### config.mk
export PLATFORM = sky130hd
export DESIGN_NAME = line_follower_ctrl
export DESIGN_NICKNAME = d
export VERILOG_FILES = /design/src/rtl/line_follower_ctrl.sv
export SDC_FILE = /design/constraint.sdc
export NUM_CORES = 1
export LEC_CHECK = 0
export CAP_MARGIN = 20
export CORE_MARGIN = 2
export CORE_UTILIZATION = 55
export CTS_BUF_LIST = sky130_fd_sc_hd__clkbuf_2 sky130_fd_sc_hd__clkbuf_4 sky130_fd_sc_hd__clkbuf_8
export CTS_CLUSTER_DIAMETER = 120
export DETAILED_ROUTE_END_ITERATION = 7
export DONT_BUFFER_PORTS = 1
export GPL_TIMING_DRIVEN = 0
export PLACE_DENSITY = 0.76
export SLEW_MARGIN = 20
export SYNTH_ARGS = -nofsm -noshare
export SYNTH_HDL_FRONTEND = slang
export SYNTH_SLANG_ARGS = --single-unit
### constraint.sdc
create_clock -name Clock -period 2.1 [get_ports Clock]
set_input_delay 0.525 -clock Clock [delete_from_list [all_inputs] [get_ports Clock]]
set_output_delay 0.525 -clock Clock [all_outputs]
set_load 0.02 [all_outputs]
### src/rtl/line_follower_ctrl.sv
// rtl/line_follower_ctrl.sv - line-follower drive FSM with period-synchronised dual PWM motor enables
module line_follower_ctrl #(
  parameter int PWM_BITS    = 8,
  parameter int DUTY_FAST   = 200,
  parameter int DUTY_SLOW   = 80,
  parameter int LOST_CYCLES = 1000
) (
  input  logic       Clock,
  input  logic       Reset,
  input  logic       Enable,
  input  logic [2:0] Sensor,
  output logic       LeftPwm,
  output logic       RightPwm,
  output logic [2:0] State,
  output logic       Lost
);

  typedef enum logic [2:0] {
    IDLE    = 3'd0,
    FORWARD = 3'd1,
    LEFT    = 3'd2,
    RIGHT   = 3'd3,
    SEARCH  = 3'd4,
    HALT    = 3'd5
  } state_t;

  localparam int LC_W  = (LOST_CYCLES > 1) ? $clog2(LOST_CYCLES) : 1;
  localparam int MAX_D = (1 << PWM_BITS) - 1;
  localparam logic [PWM_BITS-1:0] FAST = PWM_BITS'((DUTY_FAST > MAX_D) ? MAX_D : DUTY_FAST);
  localparam logic [PWM_BITS-1:0] SLOW = PWM_BITS'((DUTY_SLOW > MAX_D) ? MAX_D : DUTY_SLOW);
  localparam logic [LC_W-1:0]     LOST_LAST = LC_W'(LOST_CYCLES - 1);

  state_t              state_q, state_d, cur;
  logic [PWM_BITS-1:0] pwm_cnt, duty_l, duty_r, tgt_l, tgt_r;
  logic [LC_W-1:0]     lost_cnt_q, lost_cnt_d;
  logic                last_turn_q, last_turn_d, lost_q, lost_d, lost_hit;

  // Unreachable encodings behave as IDLE.
  always_comb begin
    case (state_q)
      FORWARD, LEFT, RIGHT, SEARCH, HALT: cur = state_q;
      default:                            cur = IDLE;
    endcase
  end

  always_comb begin
    state_d     = state_q;
    lost_d      = lost_q;
    last_turn_d = last_turn_q;
    lost_hit    = 1'b0;
    if (!Enable) begin
      state_d = IDLE;
      lost_d  = 1'b0;
    end else if (lost_q) begin
      state_d = IDLE;
    end else if (cur == HALT) begin
      state_d = HALT;
    end else if (cur == SEARCH && Sensor == 3'b000 && lost_cnt_q == LOST_LAST) begin
      state_d  = IDLE;
      lost_d   = 1'b1;
      lost_hit = 1'b1;
    end else begin
      case (Sensor)
        3'b010: state_d = FORWARD;
        3'b100, 3'b110: begin
          state_d     = LEFT;
          last_turn_d = 1'b0;
        end
        3'b001, 3'b011: begin
          state_d     = RIGHT;
          last_turn_d = 1'b1;
        end
        3'b111: state_d = HALT;
        3'b000: state_d = SEARCH;
        default: state_d = (cur == IDLE) ? FORWARD : cur;
      endcase
    end
  end

  // Counter saturates so an ambiguous 101 reading cannot push it past the limit.
  always_comb begin
    lost_cnt_d = '0;
    if (Enable && !lost_hit && cur == SEARCH)
      lost_cnt_d = (lost_cnt_q == LOST_LAST) ? lost_cnt_q : lost_cnt_q + 1'b1;
  end

  always_comb begin
    tgt_l = '0;
    tgt_r = '0;
    case (cur)
      FORWARD: begin tgt_l = FAST; tgt_r = FAST; end
      LEFT:    begin tgt_l = SLOW; tgt_r = FAST; end
      RIGHT:   begin tgt_l = FAST; tgt_r = SLOW; end
      SEARCH: begin
        tgt_l = last_turn_q ? SLOW : '0;
        tgt_r = last_turn_q ? '0 : SLOW;
      end
      default: begin tgt_l = '0; tgt_r = '0; end
    endcase
  end

  always_ff @(posedge Clock or negedge Reset) begin
    if (!Reset) begin
      state_q     <= IDLE;
      pwm_cnt     <= '0;
      duty_l      <= '0;
      duty_r      <= '0;
      lost_cnt_q  <= '0;
      last_turn_q <= 1'b0;
      lost_q      <= 1'b0;
    end else begin
      state_q     <= state_d;
      pwm_cnt     <= pwm_cnt + 1'b1;
      lost_cnt_q  <= lost_cnt_d;
      last_turn_q <= last_turn_d;
      lost_q      <= lost_d;
      // Stops bypass the period boundary; everything else waits for the wrap.
      if (state_d == IDLE || state_d == HALT) begin
        duty_l <= '0;
        duty_r <= '0;
      end else if (pwm_cnt == '1) begin
        duty_l <= tgt_l;
        duty_r <= tgt_r;
      end
    end
  end

  assign LeftPwm  = pwm_cnt < duty_l;
  assign RightPwm = pwm_cnt < duty_r;
  assign State    = state_q;
  assign Lost     = lost_q;

endmodule

After elaboration in Yosys (flattened, before gate mapping)

Index checks and enable logic that the tools add are counted.

Register bits: 39
Bits in latches: 0
RAM bits: 0
ROM bits: 0
Input port bits: 6
Output and inout port bits: 6
Logic and storage cells: 75
Memories: 0

Add/subtract/negate cells: 2
Multiply operators: 0
Div/mod/pow operators: 0
$lt $le $gt $ge: 2
Equality and inequality tests: 20
Shift-type cells: 0
Muxes and demuxes: 24
Bitwise operators: 3
Reduce and logical (&&, ||, !) cells: 17

Operators by type and width:

| kind                                                                  | count |
|---|---|
| 8-bit one-hot mux with 3 select lines                                 | 2 |
| 8-bit 2-to-1 mux                                                      | 4 |
| 3-bit equality test, second input constant                            | 8 |
| 10-bit 2-to-1 mux                                                     | 2 |
| 3-bit by 2-bit equality test with 1-bit output, second input constant | 6 |
| 3-bit 2-to-1 mux                                                      | 6 |
| 8-bit < comparator                                                    | 2 |
| 3-bit one-hot mux with 5 select lines                                 | 1 |
| 7-bit 2-to-1 mux                                                      | 2 |
| 10-bit by 1-bit adder with 10-bit output, second input constant       | 1 |
| 10-bit equality test, second input constant                           | 1 |
| 3-bit by 1-bit equality test with 1-bit output, second input constant | 3 |
| 3-bit zero test                                                       | 3 |
| 8-bit by 1-bit adder with 8-bit output, second input constant         | 1 |
| 8-bit equality test, second input constant                            | 1 |
| 2-bit OR reduction                                                    | 4 |
| 1-bit 2-to-1 mux                                                      | 6 |
| 5-bit AND reduction                                                   | 1 |
| 5-bit OR reduction                                                    | 1 |
| 1-bit logical AND                                                     | 4 |
| 2-bit nonzero test                                                    | 2 |
| 1-bit inverter                                                        | 3 |
| 2-bit inequality test, second input constant                          | 1 |
| 1-bit one-hot mux with 2 select lines                                 | 1 |
| 2 further kinds                                                       | 2 |

Longest topological paths before layout

Gate-level depths: netlist (run 1).

Depth in word-level cells: 14
Gate-level depth with buffers: 6
Depth with buffers taken out: 5

Least setup slack after synthesis (run 1)

Ideal clock, no wire load.

Kind: reg2out
Start: register pwm_cnt[4]
End: output port RightPwm
Arrival time: 1.478 ns
Required time: 1.575 ns
Setup slack: 0.097 ns
Stages on the path, launching flop included: 5
Buffers on the path: 0
Path through: dfrtp_1 -> ha_1 -> a211o_1 -> a21o_1 -> a21oi_1

Cells in the longest elaborated chain, start to end: 1

RTL lines:

| item                   | RTL line | text |
|---|---|---|
| from (decl)            | 34       | `logic [PWM_BITS-1:0] pwm_cnt, duty_l, duty_r, tgt_l, tgt_r;` |
| from (signal assigned) | 113      | `pwm_cnt <= pwm_cnt + 1'b1;` |
| 8-bit < comparator     | 129      | `assign RightPwm = pwm_cnt < duty_r;` |
| to (decl)              | 13       | `output logic RightPwm,` |

No other way between the ends.

Final worst setup path (run 1)

Ends and elaborated chain as after synthesis.

==> impl_metrics.toml, run 1 <==
[final_layout]
drive_above_1_share_pct = 10.1
syn2layout_area_growth_pct = 11.6
fillers = 235
mostFrequentLayoutCell = "dfrtp_1"
antenna_cells = 0
finalCoreUtilization_pct = 64.9
nNetsFinal = 192
final_cell_mix = "29 x dfrtp_1, 27 x nor2_1, 11 x inv_1"

[yosys]
synth_warnings = 0
ys_seq_elements = 29
synth_area_leaders = "dfrtp_1 45%, nor2_1 6.3%, ha_1 6.2%"
syn-cell-area_um2 = 1620
yosysSeqAreaShare_pct = 44.9
synth.avg_cell_area_um2 = 9.62
synth_cell_types = 37
post-synth-top-area-cell = "dfrtp_1"
syn_nets = 182
syn_inst = 168
yosysTopAreaCellShare_pct = 44.9
synth_edf_count = 0
synth_top_flop_cell = "dfrtp_1"
async_reset_ff_share_pct = 100

[worst_setup_path]
r2r_cells = 6
start_kind = "register"
crit_buf_inv = 0
cp.arrival_ps = 1680
worstReg2RegEnd = "lost_cnt_q[2]"
timing.rr.start = "lost_cnt_q[0]"
r2r_slack_ps = 230
cp_max_fo = 3
critPathMaxStageDelay_ps = 410
crit_slowest_cell = "dfrtp_1"
crit_chain = "ha_1, a211o_1, a21o_1, a21oi_4"
crit_type = "register to primary output"
end_kind = "primary output"
path_delay_family = "compound AO/OA/AOI/OAI gates"
cp.required_ps = 1570

[timing]
fin_skew_ps = 8.58
setup_viol = 2
tightestPinTransition_ps = 605
hold_violations = 0
rsz0062_at_grt = "yes"
finalCritPeriodShare_pct = 105
fin_ws_ps = -105
finalMaxSlewViolations = 0
clock.fmax_ghz = 0.454
layout_min_cycle_time_ps = 2200
maxSlewHeadroom_pct = 59.5

[floorplan]
io_pins = 12
die_area_um2 = 3390
die_x_um = 58.2
die_y_um = 58.2
core_area_um2 = 2780
num_rows = 19
start_util_pct = 58.1

[clock_network]
clk_pin_slew_worst_paths_ps = 100
cts_sinks = 29
cts_made_buffers = 5
cts-root-buf = "clkbuf_4"
clock_latency_ps = 340
h-tree-depth = 2
cts_buffer_depth = 2
cts_tree = "done"

[outcome]
status = "complete, but fails checks"
failed_checks = "negative setup slack"

[grt]
grt_pass1_vias = 1193
grt_overflow = 0
track_usage_pct = 21.0
grt_pass1_wl_mm = 5.24
antenna_found_initial = 0
grt_max_degree = 30

[detailed_routing]
postRouteWirelength_mm = 2.92
first_iter_violations = 40
routedWlPerCell_um = 13.9
vias = 1180
drtPass1Iterations = 4
viasPerCell = 5.62
route.detailed.drc = 0
ant_nets = 0

[hold_path]
hold_class = "primary input to register"
min_to = "Lost"
hp-start = "Enable"
min_delay_path_depth = 1

[pwr]
pwr_density_cell_nw_per_um2 = 645
ir_drop_uv = 664
power_leakage_nw = 0.716
power_mw = 1.16

[placed_design]
gp_congestion = 0.804
portBuffers = 0
dpl.hpwl_mm = 2.06

[job]
drv_cap = 0
==> cell type report <==
cell class | count | area, um2 | area share, %
clock inverter | 2 | 37.5 | 2.08
multi-input combinational | 122 | 842 | 46.7
tap | 31 | 38.8 | 2.15
sequential | 29 | 726 | 40.2
clock buffer | 6 | 51.3 | 2.84
buffer | 6 | 30.0 | 1.66
inverter | 11 | 41.3 | 2.29
timing repair buffer | 3 | 37.5 | 2.08
==> how the worst max path moves through the flow <==
stage          startpoint        to  slack [ps]  cells past startpoint
4_1_cts        pwm_cnt[4]   LeftPwm        -130                      4
3_5_place_dp   pwm_cnt[4]   LeftPwm          20                      4
2_1_floorplan  pwm_cnt[4]  RightPwm         100                      4
6_report       pwm_cnt[4]  RightPwm        -100                      4
5_1_grt        pwm_cnt[4]   LeftPwm        -190                      4
3_3_place_gp   pwm_cnt[4]   LeftPwm          10                      4
==> power by group <==
| part | internal, mW | leakage (nW) | switching [mW] | total (mW) |
|---|---|---|---|---|
| Combinational | 0.0332 | 0.285 | 0.0534 | 0.0866 |
| Sequential | 0.565 | 0.386 | 0.0138 | 0.579 |
| Clock | 0.283 | 0.0445 | 0.216 | 0.499 |
==> cells by family after synthesis <==
group	after synthesis	share of synthesized area [%]
xor+xnor	15	8.13
mux	5	3.10
fa+ha+maj	8	6.19
simple gates	66	20.6
buf+inv	17	4.41
flops	29	44.9
compound gates	28	12.7
==> sequential cells by signal, summed over array words and instances, names as in the netlist <==
name,flops
pwm_cnt,8
lost_cnt_q,10
Lost,1
duty_l,3
duty_r,3
last_turn_q,1
State,3
==> stage by stage <==
stage / setup TNS, ps / instance area [um2] / setup WS [ps] / hold slack [ps] / std cells
finish: -207 / 1800 / -105 / 292 / 210
global route: -380 / 1800 / -192 / 277 / 210
CTS: -255 / 1800 / -130 / 279 / 210
detailed placement: 0 / 1660 / 20.5 / 230 / 199
global placement: 0 / 1660 / 12.1 / 230 / 199
floorplan: 0 / 1620 / 97.1 / 229 / 168
==> routing by layer <==
metal | vias to the layer above | track usage (%) | routed length, um
met1 | 557 | 26.1 | 1350
li1 | 597 | - | -
met3 | 7 | 5.13 | 98
met5 | - | 0 | 0
met4 | 0 | 12.0 | 71
met2 | 19 | 33.6 | 1400
==> cell usage after synthesis, drive strengths merged, types with 3 or more instances <==
cell type / count
dfrtp: 29
nor2: 27
inv: 11
nand3: 10
xnor2: 10
a21oi: 8
ha: 8
nand2: 8
clkbuf: 5
mux2i: 5
xor2: 5
a211oi: 4
nand2b: 4
nor2b: 4
nor3: 4
a211o: 3
o211ai: 3
==> timing repair <==
item	in CTS	in global routing
endpoints found under the setup margin	2	2
endpoints found under the hold margin	29	0
pin swaps	6	0
gates resized for setup	4	0
hold buffers	2	0
cloned	0	0
setup buffers	1	0
No activity file was read; power rests on OpenSTA's default activity.
==> run 2: changes to the inputs <==
==> constraint.sdc (replaced) <==
create_clock -name Clock -period 2.1 [get_ports Clock]
set_input_delay 0.105 -clock Clock [delete_from_list [all_inputs] [get_ports Clock]]
set_output_delay 0.105 -clock Clock [all_outputs]
set_load 0.02 [all_outputs]
==> impl_metrics.toml, run 2 (synthesized netlist as in run 1, its figures left out) <==
[outcome]
status = "finished, final reports clean"

[worst_setup_path]
timing.rr.start = "lost_cnt_q[1]"
end_kind = "primary output"
cp.required_ps = 2000
crit_buf_inv = 0
r2r_cells = 6
crit_chain = "ha_1, a211o_1, a21o_1, a21oi_2"
cp_max_fo = 5
crit_slowest_cell = "dfrtp_1"
cp.depth = 4
path_delay_family = "compound AO/OA/AOI/OAI gates"
start_kind = "register"
crit_type = "register to primary output"
critPathMaxStageDelay_ps = 450
cp.arrival_ps = 1820
worstSetupStartpoint = "pwm_cnt[4]"

[placed_design]
place_area_um2 = 1660
gp_congestion = 0.804
dpl.hpwl_mm = 2.06
portBuffers = 0

[final_layout]
drive_above_1_share_pct = 9.44
mostFrequentLayoutCell = "dfrtp_1"
syn2layout_area_growth_pct = 11.5
antenna_cells = 0
largest_reg_flops = 10
nNetsFinal = 193
design_area_um2 = 1800
reg_top3 = "lost_cnt_q x10, pwm_cnt x8"
fillers = 243
regMostFlops = "lost_cnt_q"
final_cell_mix = "29 x dfrtp_1, 27 x nor2_1, 11 x inv_1"

[timing]
setup_viol = 0
rsz0062_at_grt = "no"
tightestPinTransition_ps = 608
hold_violations = 0
layout_min_cycle_time_ps = 1920
fin_skew_ps = 10.0
finalCritPeriodShare_pct = 91.6
maxSlewHeadroom_pct = 59.2
clock.fmax_ghz = 0.520
setup_tns_ps = 0
finalMaxSlewViolations = 0

[grt]
antenna_found_initial = 0
track_usage_pct = 21.5
grt_overflow = 0
grt_pass1_vias = 1202
grt_max_degree = 30
grt_pass1_wl_mm = 5.34

[detailed_routing]
routedWlPerCell_um = 14.1
postRouteWirelength_mm = 2.98
ant_nets = 0
first_iter_violations = 32
vias = 1186
viasPerCell = 5.62
route.detailed.drc = 0
drtPass1Iterations = 4

[floorplan]
die_y_um = 58.2
die_area_um2 = 3390
core_area_um2 = 2780
io_pins = 12
num_rows = 19
die_x_um = 58.2
start_util_pct = 58.1

[hold_path]
hold_class = "primary input to register"
hp-start = "Sensor[1]"
min_delay_path_depth = 2

[clock_network]
h-tree-depth = 2
cts_sinks = 29
cts_made_buffers = 5
cts-root-buf = "clkbuf_4"
clock_latency_ps = 350
cts_buffer_depth = 2
clk_pin_slew_worst_paths_ps = 100
cts_tree = "done"

[job]
drv_cap = 0

[pwr]
power_leakage_nw = 0.718
pwr_density_cell_nw_per_um2 = 649
ir_drop_uv = 672
-- run 2: changes by cell type in the layout (fill, tap and decap cells not counted), sizes merged --
| cell | delta |
|---|---|
| dlygate4sd3 | +2 |
| buf | -1 |
-- run 2: timing repair --
| item | CTS | global route |
|---|---|---|
| endpoints found under the hold margin | 43 | 0 |
| resized for setup | 0 | 2 |
| hold buffers | 4 | 0 |
| endpoints found under the setup margin | 0 | 2 |
| setup buffers | 0 | 0 |
-- run 2: path summary, 6_finish.rpt --
kind,endpoint,slack (ps)
max,LeftPwm,180
min,State[2],90
max reg2reg,lost_cnt_q[2],220
min reg2reg,pwm_cnt[0],490
max in group asynchronous,duty_l[6],1750
min in group asynchronous,pwm_cnt[7],180
-- run 2: power breakdown --
| part | total, mW | switching [mW] | internal (mW) |
|---|---|---|---|
| registers | 0.579 | 0.0138 | 0.565 |
| logic | 0.0913 | 0.0556 | 0.0357 |
| clock network | 0.499 | 0.216 | 0.283 |
-- run 2: routing by layer --
metal	share of wire, %	vias to the layer above	track usage (%)	wire (um)
met5	0	-	0	0
met4	1.9	0	12.0	56
met3	3.8	5	4.91	113
met2	48	17	33.8	1420
met1	47	563	27.4	1390
li1	-	601	-	-
-- run 2: worst register-to-register path, delay by kind of cell, from the launching register on --
family,cells,cell delay [ps]
compound gates,2,420
fa+ha+maj,1,230
buf+inv,1,160
simple gates,2,520
flops,1,420
-- run 2: per-stage QoR --
stage	hold WS (ps)	setup WS, ps	instances	utilization, %	total power [mW]
after floorplan	-191	397	168	-	0.647
after global placement	-190	272	199	59.5	0.656
after detailed placement	-190	238	199	59.5	0.660
after CTS	72.9	33.3	211	64.5	1.18
after global routing	110	77.8	211	64.8	1.22
final	93.9	176	211	64.8	1.17
-- run 2: cell type report --
cell class	instances	area [um2]	share of cell area (%)
Multi-Input combinational cell	122	827	45.9
Sequential cell	29	726	40.3
Clock buffer	6	51.3	2.85
Timing Repair Buffer	4	50.0	2.78
Inverter	11	41.3	2.29
Tap cell	31	38.8	2.15
Clock inverter	2	37.5	2.08
Buffer	6	30.0	1.67
